==> config.mk <==
export PLATFORM = sky130hd
export DESIGN_NAME = ps2_byte_collector
export DESIGN_NICKNAME = d
export VERILOG_FILES = /design/src/rtl/ps2_byte_collector.sv
export SDC_FILE = /design/constraint.sdc
export NUM_CORES = 1
export LEC_CHECK = 0
export ABC_AREA = 1
export BUFFER_PORTS_ARGS = -buffer_cell sky130_fd_sc_hd__clkbuf_2
export CORE_MARGIN = 2
export CORE_UTILIZATION = 38
export DETAILED_ROUTE_END_ITERATION = 6
export GPL_TIMING_DRIVEN = 0
export MAX_ROUTING_LAYER = met4
export PLACE_DENSITY = 0.58
export SLEW_MARGIN = 15
export SYNTH_ARGS = -nofsm -noshare
export SYNTH_HDL_FRONTEND = slang
export SYNTH_SLANG_ARGS = --single-unit
==> constraint.sdc <==
create_clock -name clk -period 3.4 [get_ports clk]
set_clock_uncertainty 0.05 [all_clocks]
set_input_delay 0.34 -clock clk [delete_from_list [all_inputs] [get_ports clk]]
set_output_delay 0.34 -clock clk [all_outputs]
set_load 0.03 [all_outputs]
==> src/rtl/ps2_byte_collector.sv <==
// ps2_byte_collector
// Deserialises PS/2 keyboard frames (start, 8 data bits LSB first, odd parity,
// stop) and hands each good byte to the datastore with a one-cycle write strobe
// and an auto-incrementing slot index.
// Optional build macro: PS2_BREAK_FILTER_EN -- when defined, break sequences
// (0xF0 plus the following byte) and 0xE0 prefixes are not written, so only
// make codes reach the datastore.

module ps2_byte_collector #(
   parameter int DEPTH   = 28,
   parameter int TIMEOUT = 5000
) (
   input  logic       clk,
   input  logic       reset,
   input  logic       ps2_clk,
   input  logic       ps2_data,
   input  logic       clear,
   output logic [7:0] ps2data_out,
   output logic [4:0] index,
   output logic       write_enable,
   output logic       full,
   output logic       frame_err
);

   localparam int TO_W = $clog2(TIMEOUT + 1);

   typedef enum logic [1:0] {
      IDLE,
      DATA,
      PARITY,
      STOP
   } state_t;

   logic [1:0]      r_clkSync;
   logic [1:0]      r_dataSync;
   logic            r_clkDly;
   state_t          r_state;
   state_t          w_nextState;
   logic [7:0]      r_sr;
   logic [2:0]      r_bitCnt;
   logic            r_parity;
   logic [TO_W-1:0] r_toCnt;
   logic [4:0]      r_wrPtr;

   logic w_fe;
   logic w_bit;
   logic w_timeout;
   logic w_stopFe;
   logic w_good;
   logic w_bad;
   logic w_offer;

   // Two-flop synchronisers on both pins plus a delay flop on the clock path for edge detection
   always_ff @(posedge clk or negedge reset) begin
      if (!reset) begin
         r_clkSync  <= 2'b11;
         r_dataSync <= 2'b11;
         r_clkDly   <= 1'b1;
      end else begin
         r_clkSync  <= {r_clkSync[0], ps2_clk};
         r_dataSync <= {r_dataSync[0], ps2_data};
         r_clkDly   <= r_clkSync[1];
      end
   end

   assign w_fe      = r_clkDly & ~r_clkSync[1];
   assign w_bit     = r_dataSync[1];
   assign w_timeout = (r_toCnt == TO_W'(TIMEOUT));

   // FSM state register
   always_ff @(posedge clk or negedge reset) begin
      if (!reset) begin
         r_state <= IDLE;
      end else begin
         r_state <= w_nextState;
      end
   end

   // Next-state logic: a stalled frame is abandoned, otherwise advance one field per PS/2 falling edge
   always_comb begin
      w_nextState = r_state;
      if (w_timeout) begin
         w_nextState = IDLE;
      end else if (w_fe) begin
         case (r_state)
            IDLE:    if (!w_bit) w_nextState = DATA;
            DATA:    if (r_bitCnt == 3'd7) w_nextState = PARITY;
            PARITY:  w_nextState = STOP;
            STOP:    w_nextState = IDLE;
            default: w_nextState = IDLE;
         endcase
      end
   end

   // Shift register, bit counter and parity capture, all sampled in the falling-edge cycle
   always_ff @(posedge clk or negedge reset) begin
      if (!reset) begin
         r_sr     <= 8'h00;
         r_bitCnt <= 3'd0;
         r_parity <= 1'b0;
      end else if (w_fe && !w_timeout) begin
         case (r_state)
            IDLE:    r_bitCnt <= 3'd0;
            DATA: begin
               r_sr     <= {w_bit, r_sr[7:1]};
               r_bitCnt <= r_bitCnt + 3'd1;
            end
            PARITY:  r_parity <= w_bit;
            default: ;
         endcase
      end
   end

   // Stall timer: restarts on every PS/2 edge and only runs while a frame is in progress
   always_ff @(posedge clk or negedge reset) begin
      if (!reset) begin
         r_toCnt <= '0;
      end else if (r_state == IDLE || w_fe) begin
         r_toCnt <= '0;
      end else if (!w_timeout) begin
         r_toCnt <= r_toCnt + 1'b1;
      end
   end

   assign w_stopFe = w_fe && !w_timeout && (r_state == STOP);
   assign w_good   = w_stopFe && w_bit && (^{r_sr, r_parity});
   assign w_bad    = w_stopFe && !w_good;

`ifdef PS2_BREAK_FILTER_EN
   logic r_break;
   logic w_breakNext;

   // Break filter: 0xF0 arms the flag, the byte after it is swallowed, 0xE0 prefixes never pass
   always_comb begin
      w_offer     = 1'b0;
      w_breakNext = r_break;
      if (w_good) begin
         if (r_sr == 8'hF0) begin
            w_breakNext = 1'b1;
         end else if (r_break) begin
            w_breakNext = 1'b0;
         end else if (r_sr != 8'hE0) begin
            w_offer = 1'b1;
         end
      end
   end

   // Break flag register, cleared together with the buffer fill
   always_ff @(posedge clk or negedge reset) begin
      if (!reset) begin
         r_break <= 1'b0;
      end else if (clear) begin
         r_break <= 1'b0;
      end else begin
         r_break <= w_breakNext;
      end
   end
`else
   assign w_offer = w_good;
`endif

   // Accept stage: registered strobe/error, write pointer with saturation at DEPTH, clear has priority
   always_ff @(posedge clk or negedge reset) begin
      if (!reset) begin
         ps2data_out  <= 8'h00;
         index        <= 5'd0;
         write_enable <= 1'b0;
         full         <= 1'b0;
         frame_err    <= 1'b0;
         r_wrPtr      <= 5'd0;
      end else begin
         write_enable <= 1'b0;
         frame_err    <= w_bad;
         if (clear) begin
            r_wrPtr <= 5'd0;
            full    <= 1'b0;
         end else if (w_offer && !full) begin
            ps2data_out  <= r_sr;
            index        <= r_wrPtr;
            write_enable <= 1'b1;
            r_wrPtr      <= r_wrPtr + 5'd1;
            if (r_wrPtr == 5'(DEPTH - 1)) begin
               full <= 1'b1;
            end
         end
      end
   end

endmodule

==> impl_metrics.json <==
{
  "area_delta_synth_final_pct": 13.5,
  "async_flop_share_pct": 100,
  "max_slew_margin_pct": 52.2,
  "setup_tns_ps": 0,
  "worst-path-buf-inv": 3,
  "fin_crit_sh_pct": 58.5,
  "yosys-top-cells-count": "nand2_1 (104), dfrtp_1 (48), inv_1 (31), o21ai_0 (19), nand3_1 (17)",
  "drt_pass1_iterations": 4,
  "cts_setup_buffers": 0,
  "syn_area_per_cell_um2": 8.59,
  "status": "finished, final reports clean",
  "worst-slew-pin-transition_ps": 717,
  "final_core_util_pct": 44.7,
  "path_max_fanout": 10,
  "cts_tree": "yes",
  "postCtsHoldBufs": 0,
  "cts_buffer_depth": 2,
  "min_period_ps": 1990,
  "drc": 0,
  "finalPower_mw": 1.95,
  "dpl_cell_area_um2": 2700,
  "rsz0062_at_grt": "false",
  "drv_slew": 0,
  "fin_nets": 332,
  "maxCapViolCount": 0,
  "drt_iter0_drc": 92,
  "cp_common_cell": "nand2_1",
  "syn_area_um2": 2500,
  "synth_top_cell_by_area": "dfrtp_1",
  "clk_root_buffer_cell": "clkbuf_8",
  "r2r-start": "r_toCnt[0]",
  "finalSetupViolations": 0,
  "fin_area_um2": 2840,
  "die-area_um2": 7240,
  "port_buffers": 20,
  "grt_max_degree": 54,
  "vias_per_cell": 4.74,
  "routed_wl_mm": 4.45,
  "synth_cell_types": 28,
  "cts.htree.levels": 2,
  "hold_path.class": "in2async",
  "yosysMostFrequentCell": "nand2_1",
  "antenna_found_initial": 0,
  "r2r-end": "r_sr[3]",
  "ctsResizeCount": 0,
  "powerDensity_nw_per_um2": 686,
  "synthTopCellsByArea": "dfrtp_1 (48%), nand2_1 (16%), dfstp_2 (5.3%), inv_1 (4.7%), ha_1 (4.5%)",
  "grt.overflow.total": 0,
  "start_util_pct": 39.3,
  "vias": 1878,
  "p_leak_nw": 1.47,
  "cp_data_required_time_ps": 3550,
  "gp_congestion": 0.795,
  "fmax_mhz": 503,
  "drive_gt1_share_pct": 14.4,
  "r2r_setup_slack_ps": 1410,
  "path_delay_family": "simple AND/OR/NAND/NOR gates",
  "clkTransAtPathRegs_ps": 90,
  "syn_inst": 291,
  "postRouteAntennaNets": 0,
  "placed_cells": 388,
  "synth-edff-count": 0,
  "final_hold_viol_count": 0,
  "crit_arrival_ps": 2140,
  "ios": 21,
  "yosysWarnings": 0,
  "die_h_um": 85.1,
  "die_x_um": 85.1,
  "core-area_um2": 6350,
  "ys_dominant_reg_cell": "dfrtp_1",
  "insertion_delay_ps": 320,
  "yosysTopAreaCellShare_pct": 48.1,
  "finalNonFillerCells": 396,
  "crit_chain": "inv_1, ha_1, nand2_1, nor2_1, nand3_2, nand2_1, inv_1, nand2_1, buf_2, o21ai_0",
  "worstSetupPathType": "reg2reg",
  "cpPeakStageDelay_ps": 430,
  "synth_seq_cells": 53,
  "clock-sinks": 53,
  "dp_hpwl_mm": 3.10,
  "grt_pass1_wl_mm": 8.20,
  "reg2regPathDepth": 10,
  "fillers": 601,
  "row_count": 29,
  "vdd_drop_max_mv": 0.281,
  "wire_per_inst_um": 11.2,
  "grt_use_total_pct": 14.6,
  "diodes": 0,
  "endpoint_kind": "flip-flop",
  "ys_seq_area_share_pct": 53.3,
  "cp_slowest_cell": "dfrtp_1",
  "syn_nets": 305,
  "worstSetupStartpointType": "flip-flop",
  "grt_pass1_vias": 1846,
  "cts_inserted_buffers": 5
}
==> metal layers <==
layer	wire (um)	global-route usage, %	vias to the layer above
met1	2240	18.8	877
met3	150	2.92	7
met5	0	-	-
met2	1960	21.8	28
met4	99	7.50	0
li1	-	-	966
==> placed cells by master (no fill, tap or decap), types with 2 or more instances in the layout <==
cell type / synthesis / layout
nor2_1: 16 / 16
dfrtp_1: 48 / 48
ha_1: 9 / 9
xor2_1: 3 / 3
o21ai_0: 19 / 19
nand2_1: 104 / 104
inv_1: 31 / 31
nand3_2: 2 / 2
nor3_1: 4 / 4
nor3b_1: 2 / 2
dfstp_2: 5 / 5
inv_2: 2 / 2
a21oi_1: 12 / 12
nor2_4: 2 / 2
bufinv_16: 0 / 2
clkbuf_2: 0 / 19
nand3_1: 17 / 17
xnor2_1: 3 / 3
clkbuf_8: 0 / 5
==> per-stage QoR <==
| stage | hold WS (ps) | setup WS [ps] |
|---|---|---|
| floorplan | -5.59 | 1690 |
| global placement | 296 | 1440 |
| detailed placement | 297 | 1410 |
| CTS | 33.8 | 1390 |
| global route | 22.2 | 1200 |
| finish | 42.4 | 1410 |
==> how the worst max path moves through the flow <==
| stage | slack, ps | endpoint | start | depth (start not counted) |
|---|---|---|---|---|
| after floorplan | 1690 | ps2data_out[2] | r_toCnt[0] | 11 |
| after global placement | 1440 | r_sr[7] | r_toCnt[0] | 10 |
| after detailed placement | 1410 | r_sr[3] | r_toCnt[0] | 10 |
| after CTS | 1390 | r_sr[3] | r_toCnt[0] | 10 |
| after global routing | 1200 | r_sr[5] | r_toCnt[0] | 10 |
| final | 1410 | r_sr[3] | r_toCnt[0] | 10 |
==> area by class of cell <==
type	instances	area [um^2]	area share [%]
Sequential cell	53	1330	47.0
Multi-Input combinational cell	201	1010	35.8
Inverter	33	124	4.37
Timing Repair Buffer	20	103	3.62
Tap cell	77	96.3	3.40
Clock buffer	5	68.8	2.43
Clock inverter	3	68.8	2.43
Buffer	4	27.5	0.971
==> registers in the layout, summed over array words and instances, names as in the netlist <==
register / count
r_toCnt: 13
ps2data_out: 8
r_sr: 8
index: 5
r_wrPtr: 5
r_bitCnt: 3
r_clkSync: 2
r_dataSync: 2
r_state: 2
frame_err: 1
full: 1
r_clkDly: 1
r_parity: 1
write_enable: 1
==> cells by family (layout without fill, tap and decap cells) <==
kind of cell,Yosys count,in the layout,synth area share (%)
compound gates,34,34,7.26
buf+inv,37,65,6.06
fa+ha+maj,9,9,4.51
flops,53,53,53.3
simple gates,152,152,26.7
xor+xnor,6,6,2.10
==> where the power goes <==
part | switching (mW) | internal, mW
sequential | 0.0983 | 0.747
combinational | 0.373 | 0.211
clock | 0.220 | 0.296
(Power assumes the default switching activity.)
